`src/rtl/circ_buf_pkg.sv`:
```
// Shared types and helpers for the circular-buffer memory engines.
// The byte-range mask helper is used by both the write and read sides.
package circ_buf_pkg;

   typedef enum logic [1:0] {
      ST_IDLE  = 2'd0,
      ST_DATA  = 2'd1,
      ST_FLUSH = 2'd2,
      ST_DONE  = 2'd3
   } circ_buf_mem_wr_state_e;

   localparam int DEF_DATA_W = 256;
   localparam int DEF_BYTES  = DEF_DATA_W / 8;
   localparam int DEF_OFF_W  = $clog2(DEF_BYTES);

   // Widest word the mask helper supports (1024-bit beats).
   localparam int MAX_BYTES  = 128;

   // Mask with bits [hi:lo] set; callers slice the low BYTES bits.
   function automatic logic [MAX_BYTES-1:0] byte_range_mask(input int lo, input int hi);
      logic [MAX_BYTES-1:0] m;
      m = '0;
      for (int i = 0; i < MAX_BYTES; i++) begin
         m[i] = (i >= lo) && (i <= hi);
      end
      return m;
   endfunction

endpackage

```
`src/rtl/circ_buf_mem_wr_datap.sv`:
```
// Word/beat counters, byte-enable generation and registered SRAM write port
// for the circular-buffer memory write engine.
module circ_buf_mem_wr_datap
   import circ_buf_pkg::*;
#(
   parameter int DATA_W = DEF_DATA_W,
   parameter int ADDR_W = 16,
   parameter int SIZE_W = 16
) (
   input  logic                                  clk,
   input  logic                                  rst,
   input  logic                                  load_i,
   input  logic [ADDR_W-1:0]                     req_addr_i,
   input  logic [SIZE_W-1:0]                     req_size_i,
   input  logic                                  beat_i,
   input  logic [DATA_W-1:0]                     beat_data_i,
   output logic                                  last_beat_o,
   output logic                                  mem_wr_val_o,
   output logic [ADDR_W-$clog2(DATA_W/8)-1:0]    mem_wr_addr_o,
   output logic [DATA_W-1:0]                     mem_wr_data_o,
   output logic [DATA_W/8-1:0]                   mem_wr_byte_en_o
);

   localparam int BYTES  = DATA_W / 8;
   localparam int OFF_W  = $clog2(BYTES);
   localparam int WORD_W = ADDR_W - OFF_W;
   localparam int CNT_W  = SIZE_W + 1;

   logic [OFF_W-1:0]   off_q, off_d;
   logic [OFF_W-1:0]   last_off_q, last_off_d;
   logic [WORD_W-1:0]  word_q, word_d;
   logic [CNT_W-1:0]   beats_q, beats_d;
   logic               first_q, first_d;

   logic               mem_val_q, mem_val_d;
   logic [WORD_W-1:0]  mem_addr_q, mem_addr_d;
   logic [DATA_W-1:0]  mem_data_q, mem_data_d;
   logic [BYTES-1:0]   mem_be_q, mem_be_d;

   logic [CNT_W-1:0]     span;
   logic [MAX_BYTES-1:0] first_full;
   logic [MAX_BYTES-1:0] last_full;
   logic [BYTES-1:0]     beat_mask;

   assign last_beat_o = (beats_q == CNT_W'(1));

   always_comb begin
      span       = CNT_W'(req_addr_i[OFF_W-1:0]) + CNT_W'(req_size_i);
      // First beat starts at the offset; last beat ends at the final byte.
      first_full = byte_range_mask(first_q ? int'(off_q) : 0, BYTES - 1);
      last_full  = byte_range_mask(0, last_beat_o ? int'(last_off_q) : BYTES - 1);
      beat_mask  = first_full[BYTES-1:0] & last_full[BYTES-1:0];

      off_d      = off_q;
      last_off_d = last_off_q;
      word_d     = word_q;
      beats_d    = beats_q;
      first_d    = first_q;
      mem_val_d  = 1'b0;
      mem_addr_d = mem_addr_q;
      mem_data_d = mem_data_q;
      mem_be_d   = mem_be_q;

      if (load_i) begin
         off_d      = req_addr_i[OFF_W-1:0];
         word_d     = req_addr_i[ADDR_W-1:OFF_W];
         beats_d    = (span + CNT_W'(BYTES - 1)) >> OFF_W;
         last_off_d = OFF_W'(span - CNT_W'(1));
         first_d    = 1'b1;
      end else if (beat_i) begin
         mem_val_d  = 1'b1;
         mem_addr_d = word_q;
         mem_data_d = beat_data_i;
         mem_be_d   = beat_mask;
         // Natural overflow of the word counter gives the modulo-depth wrap.
         word_d     = word_q + WORD_W'(1);
         beats_d    = beats_q - CNT_W'(1);
         first_d    = 1'b0;
      end
   end

   always_ff @(posedge clk) begin
      if (!rst) begin
         off_q      <= '0;
         last_off_q <= '0;
         word_q     <= '0;
         beats_q    <= '0;
         first_q    <= 1'b0;
         mem_val_q  <= 1'b0;
         mem_addr_q <= '0;
         mem_data_q <= '0;
         mem_be_q   <= '0;
      end else begin
         off_q      <= off_d;
         last_off_q <= last_off_d;
         word_q     <= word_d;
         beats_q    <= beats_d;
         first_q    <= first_d;
         mem_val_q  <= mem_val_d;
         mem_addr_q <= mem_addr_d;
         mem_data_q <= mem_data_d;
         mem_be_q   <= mem_be_d;
      end
   end

   assign mem_wr_val_o     = mem_val_q;
   assign mem_wr_addr_o    = mem_addr_q;
   assign mem_wr_data_o    = mem_data_q;
   assign mem_wr_byte_en_o = mem_be_q;

endmodule

```
`src/rtl/circ_buf_mem_wr.sv`:
```
// Memory-side write engine for a circular buffer: takes one (addr, size)
// request and its data beats, writes them to SRAM, then pulses done.
module circ_buf_mem_wr
   import circ_buf_pkg::*;
#(
   parameter int DATA_W = DEF_DATA_W,
   parameter int ADDR_W = 16,
   parameter int SIZE_W = 16
) (
   input  logic                                  clk,
   input  logic                                  rst,
   input  logic                                  wr_buf_wr_mem_req_val,
   input  logic [ADDR_W-1:0]                     wr_buf_wr_mem_req_addr,
   input  logic [SIZE_W-1:0]                     wr_buf_wr_mem_req_size,
   output logic                                  wr_mem_wr_buf_req_rdy,
   input  logic                                  wr_buf_wr_mem_req_data_val,
   input  logic [DATA_W-1:0]                     wr_buf_wr_mem_req_data,
   output logic                                  wr_mem_wr_buf_req_data_rdy,
   output logic                                  wr_mem_wr_buf_wr_req_done,
   input  logic                                  wr_buf_wr_mem_wr_req_done_rdy,
   output logic                                  mem_wr_val,
   output logic [ADDR_W-$clog2(DATA_W/8)-1:0]    mem_wr_addr,
   output logic [DATA_W-1:0]                     mem_wr_data,
   output logic [DATA_W/8-1:0]                   mem_wr_byte_en
);

   // Handshakes: a transfer happens on a rising clk edge where valid and
   // ready are both high; ready depends only on state, never on valid.
   circ_buf_mem_wr_state_e state_q, state_d;

   logic req_fire;
   logic data_fire;
   logic last_beat;

   always_comb begin
      wr_mem_wr_buf_req_rdy      = 1'b0;
      wr_mem_wr_buf_req_data_rdy = 1'b0;
      wr_mem_wr_buf_wr_req_done  = 1'b0;
      req_fire                   = 1'b0;
      data_fire                  = 1'b0;
      state_d                    = state_q;

      case (state_q)
         ST_IDLE: begin
            wr_mem_wr_buf_req_rdy = 1'b1;
            if (wr_buf_wr_mem_req_val) begin
               req_fire = 1'b1;
               state_d  = (wr_buf_wr_mem_req_size == '0) ? ST_DONE : ST_DATA;
            end
         end
         ST_DATA: begin
            wr_mem_wr_buf_req_data_rdy = 1'b1;
            if (wr_buf_wr_mem_req_data_val) begin
               data_fire = 1'b1;
               if (last_beat) state_d = ST_FLUSH;
            end
         end
         // The final SRAM write is on the port this cycle; done follows it.
         ST_FLUSH: begin
            state_d = ST_DONE;
         end
         ST_DONE: begin
            wr_mem_wr_buf_wr_req_done = 1'b1;
            if (wr_buf_wr_mem_wr_req_done_rdy) state_d = ST_IDLE;
         end
         default: begin
            state_d = ST_IDLE;
         end
      endcase
   end

   always_ff @(posedge clk) begin
      if (!rst) begin
         state_q <= ST_IDLE;
      end else begin
         state_q <= state_d;
      end
   end

   circ_buf_mem_wr_datap #(
      .DATA_W (DATA_W),
      .ADDR_W (ADDR_W),
      .SIZE_W (SIZE_W)
   ) u_datap (
      .clk              (clk),
      .rst              (rst),
      .load_i           (req_fire),
      .req_addr_i       (wr_buf_wr_mem_req_addr),
      .req_size_i       (wr_buf_wr_mem_req_size),
      .beat_i           (data_fire),
      .beat_data_i      (wr_buf_wr_mem_req_data),
      .last_beat_o      (last_beat),
      .mem_wr_val_o     (mem_wr_val),
      .mem_wr_addr_o    (mem_wr_addr),
      .mem_wr_data_o    (mem_wr_data),
      .mem_wr_byte_en_o (mem_wr_byte_en)
   );

endmodule

```
`config.mk`:
```
export PLATFORM = sky130hd
export DESIGN_NAME = circ_buf_mem_wr
export DESIGN_NICKNAME = d
export VERILOG_FILES = /design/src/rtl/circ_buf_pkg.sv /design/src/rtl/circ_buf_mem_wr_datap.sv /design/src/rtl/circ_buf_mem_wr.sv
export SDC_FILE = /design/constraint.sdc
export NUM_CORES = 1
export LEC_CHECK = 0
export CORE_AREA = 4 4 228 230
export CTS_CLUSTER_DIAMETER = 120
export DETAILED_ROUTE_END_ITERATION = 8
export DIE_AREA = 0 0 232 234
export SKIP_CTS_REPAIR_TIMING = 1
export SLEW_MARGIN = 10
export SYNTH_ARGS = -nofsm -noshare
export SYNTH_HDL_FRONTEND = slang
export SYNTH_SLANG_ARGS = --single-unit
```
`constraint.sdc`:
```
create_clock -name clk -period 3.8 [get_ports clk]
set_input_delay 0.95 -clock clk [delete_from_list [all_inputs] [get_ports clk]]
set_output_delay 0.95 -clock clk [all_outputs]
set_load 0.05 [all_outputs]
```
Yosys cells after proc, flatten, opt, wreduce, memory -nomap -nowiden:

Index checks and enable logic that the tools add are counted.

* word-level logic and storage cells: 119
* output and inout bits: 303
* input port bits: 293
* register bits: 341

* bitwise logic cells: 3
* reduce and logical (&&, ||, !) cells: 6
* equality and inequality tests: 8
* add/subtract/negate cells: 5
* mux-type cells: 22
* $lt $le $gt $ge: 64

Operators by type and width (number)
* >= comparator 6 x 32 -> 1 bit (first input constant): 16
* <= comparator 6 x 32 -> 1 bit (first input constant): 16
* >= comparator 5 x 32 -> 1 bit (first input constant): 8
* <= comparator 5 x 32 -> 1 bit (first input constant): 8
* >= comparator 4 x 32 -> 1 bit (first input constant): 4
* <= comparator 4 x 32 -> 1 bit (first input constant): 4
* >= comparator 3 x 32 -> 1 bit (first input constant): 2
* <= comparator 3 x 32 -> 1 bit (first input constant): 2
* AND 32 bit: 1
* >= comparator 1 x 32 -> 1 bit (first input constant): 1
* >= comparator 2 x 32 -> 1 bit (first input constant): 1
* <= comparator 1 x 32 -> 1 bit (first input constant): 1
* <= comparator 2 x 32 -> 1 bit (first input constant): 1
* 2-to-1 mux 12 bit: 2
* 2-to-1 mux 11 bit: 2
* adder 17 x 5 -> 17 bit (second input constant): 1
* adder 5 x 16 -> 17 bit: 1
* equality test 17 x 1 -> 1 bit (second input constant): 1
* subtractor 17 x 1 -> 17 bit (second input constant): 1
* logical NOT 16 bit: 1
* adder 11 x 1 -> 11 bit (second input constant): 1
* 2-to-1 mux 1 bit: 10
* 2-to-1 mux 2 bit: 5
* 2-to-1 mux 5 bit: 2
* other kinds (12): 16

Longest topological paths before layout:

* depth in word-level cells: 4
* mapped depth: 10
* gate-level depth less buffers: 10

Modules after synthesis:

A second synthesis with hierarchy kept.

* cell total of the unflattened synthesis: 1696
* area, all modules: 14178.6 sq um

By module, submodules not included
* circ_buf_mem_wr_datap: area an instance 13924.6 sq um, cells an instance 1668, seq. area each 6786.5 sq um, times used 1
* circ_buf_mem_wr: area an instance 254.0 sq um, cells an instance 28, seq. area each 40.0 sq um, times used 1

Worst setup path before layout:

OpenSTA, ideal clock, no wires.

* kind: input-to-reg
* start: input port wr_buf_wr_mem_req_addr[0]
* end: register u_datap.beats_q[8]
* buffers on the path: 0
* stages: 10
* setup slack: 0.621 ns
* setup time: 0.124 ns
* required time: 3.676 ns
* data arrival time: 3.056 ns
* cells stage by stage: ha_1 inv_1 fa_1 and2b_4 o221ai_4 a211oi_2 a22oi_1 or3_4 nor3b_2 o31ai_2

* word-level cells in the longest chain between the ends: 3

Ends and longest elaborated chain
* start, declared: line circ_buf_mem_wr.sv:13 `input logic [ADDR_W-1:0] wr_buf_wr_mem_req_addr,`
* adder 5 x 16 -> 17 bit: line circ_buf_mem_wr_datap.sv:48 `span = CNT_W'(req_addr_i[OFF_W-1:0]) + CNT_W'(req_size_i);`
* adder 17 x 5 -> 17 bit: line circ_buf_mem_wr_datap.sv:67 `beats_d = (span + CNT_W'(BYTES - 1)) >> OFF_W;`
* 2-to-1 mux 12 bit: line circ_buf_mem_wr_datap.sv:64 `if (load_i) begin`
* end signal, assigned: line circ_buf_mem_wr_datap.sv:97 `beats_q <= beats_d;`
* end, declared: line circ_buf_mem_wr_datap.sv:32 `logic [CNT_W-1:0] beats_q, beats_d;`

Every way passes these cells.
A chain may end at the register's enable or synchronous reset.

Worst setup path after layout:

* start: input port wr_buf_wr_mem_req_addr[0]
* end: register u_datap.beats_q[9]

Same word-level chain as after synthesis.

==> impl_metrics.csv <==
group,metric,value,unit
die,start_util,28.1,%
grt,overflow,0,
hold_path,hp-class,"reg2reg",
cts,cts_tree,"yes",
setup_path,r2r-end,"u_datap.mem_wr_data_o[118]",
setup_path,arrival,3.73,ns
place,io_buffer_count,595,
timing,fin_crit,3.30,ns
place,place.gp.congestion,0.876,
pwr,p_switching,4820,uW
hold_path,min_to,"u_datap.mem_wr_byte_en_o[16]",
timing,max_freq,0.303,GHz
synth,syn_inst,1730,
cells_and_area,fillCellCount,4943,
route,post_drt_via_cell_ratio,4.67,
pwr,p_leak,0.00756,uW
pwr,powerDensity,578,nW/um^2
synth,async_reset_ff_share,0,%
die,io_pins,596,
setup_path,crit_start,"wr_buf_wr_mem_req_addr[0]",
synth,synth_cell_type_count,76,
synth,syn_area,14000,sq um
die,coreArea,49900,sq um
synth,ys_warn_count,0,
cts,htree_levels,2,
die,row_count,82,
timing,maxSlewViolCount,0,
setup_path,crit_path_max_fanout,5,
timing,finalCritPeriodShare,86.9,%
flow_run,max_cap_viol_count,0,
route,drt-total-wl,54900,microns
grt,grt_max_degree,143,
synth,ys_ff_latch,341,
die,die_height,234,microns
run_status,status,"finished clean",
pwr,internal_power,7840,uW
cells_and_area,area_delta_synth_final,56.4,%
place,placed_area,20600,sq um
pwr,switching_share,38.1,%
cts,numCtsBuffers,40,
die,dieArea,54300,sq um
grt,grt_pass1_wl,80500,microns
timing,final-hold-violation-count,0,
grt,grtUsageTotal,18.8,%
cts,clockBufferDepth,3,
cts,clk_pin_slew,0.06,ns
hold_path,min_path_cells,2,
synth,syn_nets,2037,
cells_and_area,final_nets,2581,
synth,synth_edf_count,0,
timing,setup_viol,0,
route,drc,0,
synth,synth-main-ff-cell,"dfxtp_1",
hold_path,worstHoldStart,"u_datap.mem_wr_byte_en_o[16]",
setup_path,rr_worst_depth,8,
setup_path,start_kind,"input port",
timing,tightestPinTransition,0.651,ns
cts,cts.sinks,341,
setup_path,critPathKind,"in2reg",
route,drtPass1Iterations,5,
pwr,ir_worst_vdd,0.309,mV
timing,whs,0.434,ns
route,wl_per_cell,18.5,microns
timing,grt_setup_unrepaired,"false",
pwr,clkPwrFrac,29.5,%
setup_path,cp_data_required_time,4.23,ns
pwr,combPwrFrac,35.2,%
route,antenna_left,0,
route,num_vias,13900,
die,die_x,232,microns
place,dp_hpwl,40700,microns
cells_and_area,final_area,21900,sq um
synth,syn_area_per_cell,8.09,sq um
setup_path,reg2reg_slack,1.14,ns
grt,first_global_vias,13200,
grt,antenna_found_initial,5,
setup_path,timing.rr.start,"state_q[1]",
cells_and_area,drive_gt1_share,5.44,%
cts,root_buffer,"clkbuf_16",
timing,maxSlewHeadroom,56.5,%
setup_path,endpoint_kind,"register",
route,drt_iter0_drc,849,
timing,skew,0.0193,ns
pwr,seq_power_share,35.2,%
synth,ys_seq_area_share,48.7,%
cts,clock_latency,0.54,ns
## layout make-up
cell class	count	area (sq um)	area share (%)
multi-input combinational	1245	6600	30.1
clock inverter	9	78.8	0.360
sequential	341	6830	31.2
clock buffer	56	1180	5.40
tap	672	841	3.84
inverter	23	88.8	0.406
antenna	2	5.00	0.0229
timing repair buffer	623	6280	28.7
## metal layers
metal	share of wire [%]	track usage, %	vias to the layer above
met4	3.2	6.15	6
met3	6.5	4.56	110
met2	49	32.8	451
met5	0.067	0	-
met1	41	22.9	6439
li1	-	-	6854
## worst max-delay path, stage by stage
cell and delay (ns):
clkdlybuf4s50_1 0.49, ha_1 0.19, inv_1 0.06, fa_1 0.38, and2b_4 0.29, o221ai_4 0.15, a211oi_2 0.32, a22oi_1 0.22
nor4_1 0.42, nand3_1 0.10, nor3b_2 0.16
## synth_stat cells (4+ instances only)
| master | n | area [sq um] |
|---|---|---|
| nor3_1 | 9 | 45.0 |
| nand2_1 | 613 | 2300 |
| and2_1 | 7 | 43.8 |
| or3_1 | 6 | 37.5 |
| o22ai_1 | 6 | 37.5 |
| o21ai_0 | 33 | 165 |
| ha_1 | 13 | 163 |
| a32o_1 | 10 | 100 |
| buf_1 | 6 | 22.5 |
| nor2_1 | 56 | 210 |
| a22o_1 | 7 | 61.3 |
| clkbuf_1 | 97 | 364 |
| o221ai_1 | 4 | 35.0 |
| nor4_1 | 10 | 62.6 |
| nand4_1 | 4 | 25.0 |
| a21boi_0 | 145 | 1090 |
| a21oi_1 | 160 | 801 |
| inv_1 | 22 | 82.6 |
| nand3_1 | 20 | 100 |
| xnor2_1 | 20 | 175 |
| a311oi_1 | 5 | 43.8 |
| buf_2 | 12 | 60.1 |
| dfxtp_1 | 341 | 6830 |
| xor2_1 | 16 | 140 |
| o211ai_1 | 5 | 37.5 |
| and3_1 | 9 | 56.3 |
| nor2b_1 | 5 | 31.3 |
| a211oi_1 | 11 | 82.6 |
| o211a_1 | 5 | 50.1 |
## logic make-up after synthesis
group | synth area share (%)
AND/OR/NAND/NOR | 22.6
buffers and inverters | 4.24
flip-flops | 48.7
AO/OA/AOI/OAI | 20.5
multiplexers | 0.107
XOR/XNOR | 2.48
adder cells (fa/ha/maj) | 1.30
## registers in the layout, indices dropped and copies added (netlist names)
name	cells
state_q	2
u_datap.beats_q	17
u_datap.first_q	1
u_datap.last_off_q	5
u_datap.mem_wr_addr_o	11
u_datap.mem_wr_byte_en_o	32
u_datap.mem_wr_data_o	256
u_datap.mem_wr_val_o	1
u_datap.off_q	5
u_datap.word_q	11
## metrics by stage
stage / power, uW / setup TNS, ns / setup slack [ns] / utilization, % / cells
detailed placement: 9020 / -0.116 / -0.0458 / 41.4 / 2904
global placement: 8960 / -0.0133 / -0.0133 / 41.4 / 2904
finish: 12700 / 0 / 0.499 / 43.9 / 2971
global route: 13300 / 0 / 0.326 / 43.9 / 2971
CTS: 12800 / 0 / 0.550 / 43.9 / 2969
floorplan: 7270 / 0 / 0.621 / - / 1730
## how the worst max path moves through the flow
| stage | to | slack, ns | depth (start not counted) |
|---|---|---|---|
| floorplan | u_datap.beats_q[8] | 0.62 | 10 |
| global placement | u_datap.beats_q[9] | -0.01 | 11 |
| detailed placement | u_datap.beats_q[9] | -0.05 | 11 |
| CTS | u_datap.beats_q[9] | 0.55 | 11 |
| global route | u_datap.beats_q[9] | 0.33 | 11 |
| finish | u_datap.beats_q[9] | 0.50 | 11 |
## cells in the final DEF (no fill, tap or decap), types with 4 or more instances in the layout
| cell type | instances |
|---|---|
| nor2b_1 | 5 |
| a21oi_1 | 160 |
| ha_1 | 13 |
| o221ai_1 | 4 |
| or3_1 | 6 |
| o22ai_1 | 6 |
| a211oi_1 | 11 |
| a32o_1 | 10 |
| and2_1 | 7 |
| o211a_1 | 5 |
| inv_1 | 22 |
| nand2_1 | 612 |
| buf_12 | 9 |
| clkdlybuf4s50_1 | 594 |
| nor4_1 | 10 |
| nand3_1 | 20 |
| a311oi_1 | 5 |
| o21ai_0 | 33 |
| clkinv_2 | 5 |
| clkbuf_1 | 5 |
| a21boi_0 | 145 |
| xnor2_1 | 20 |
| buf_4 | 20 |
| o211ai_1 | 5 |
| xor2_1 | 16 |
| clkbuf_8 | 10 |
| and3_1 | 9 |
| clkbuf_16 | 41 |
| nor3_1 | 9 |
| nor2_1 | 55 |
| dfxtp_1 | 341 |
| nand4_1 | 4 |
| a22o_1 | 7 |
## power groups by stage
stage / registers, uW / logic, uW / clock network [uW]
floorplan: 5740 / 1530 / 0
global route: 4530 / 4750 / 3990
CTS: 4460 / 4500 / 3850
global placement: 4510 / 4450 / 0
detailed placement: 4530 / 4490 / 0
finish: 4460 / 4460 / 3740
Note: power is estimated with default switching activity, not from simulation.
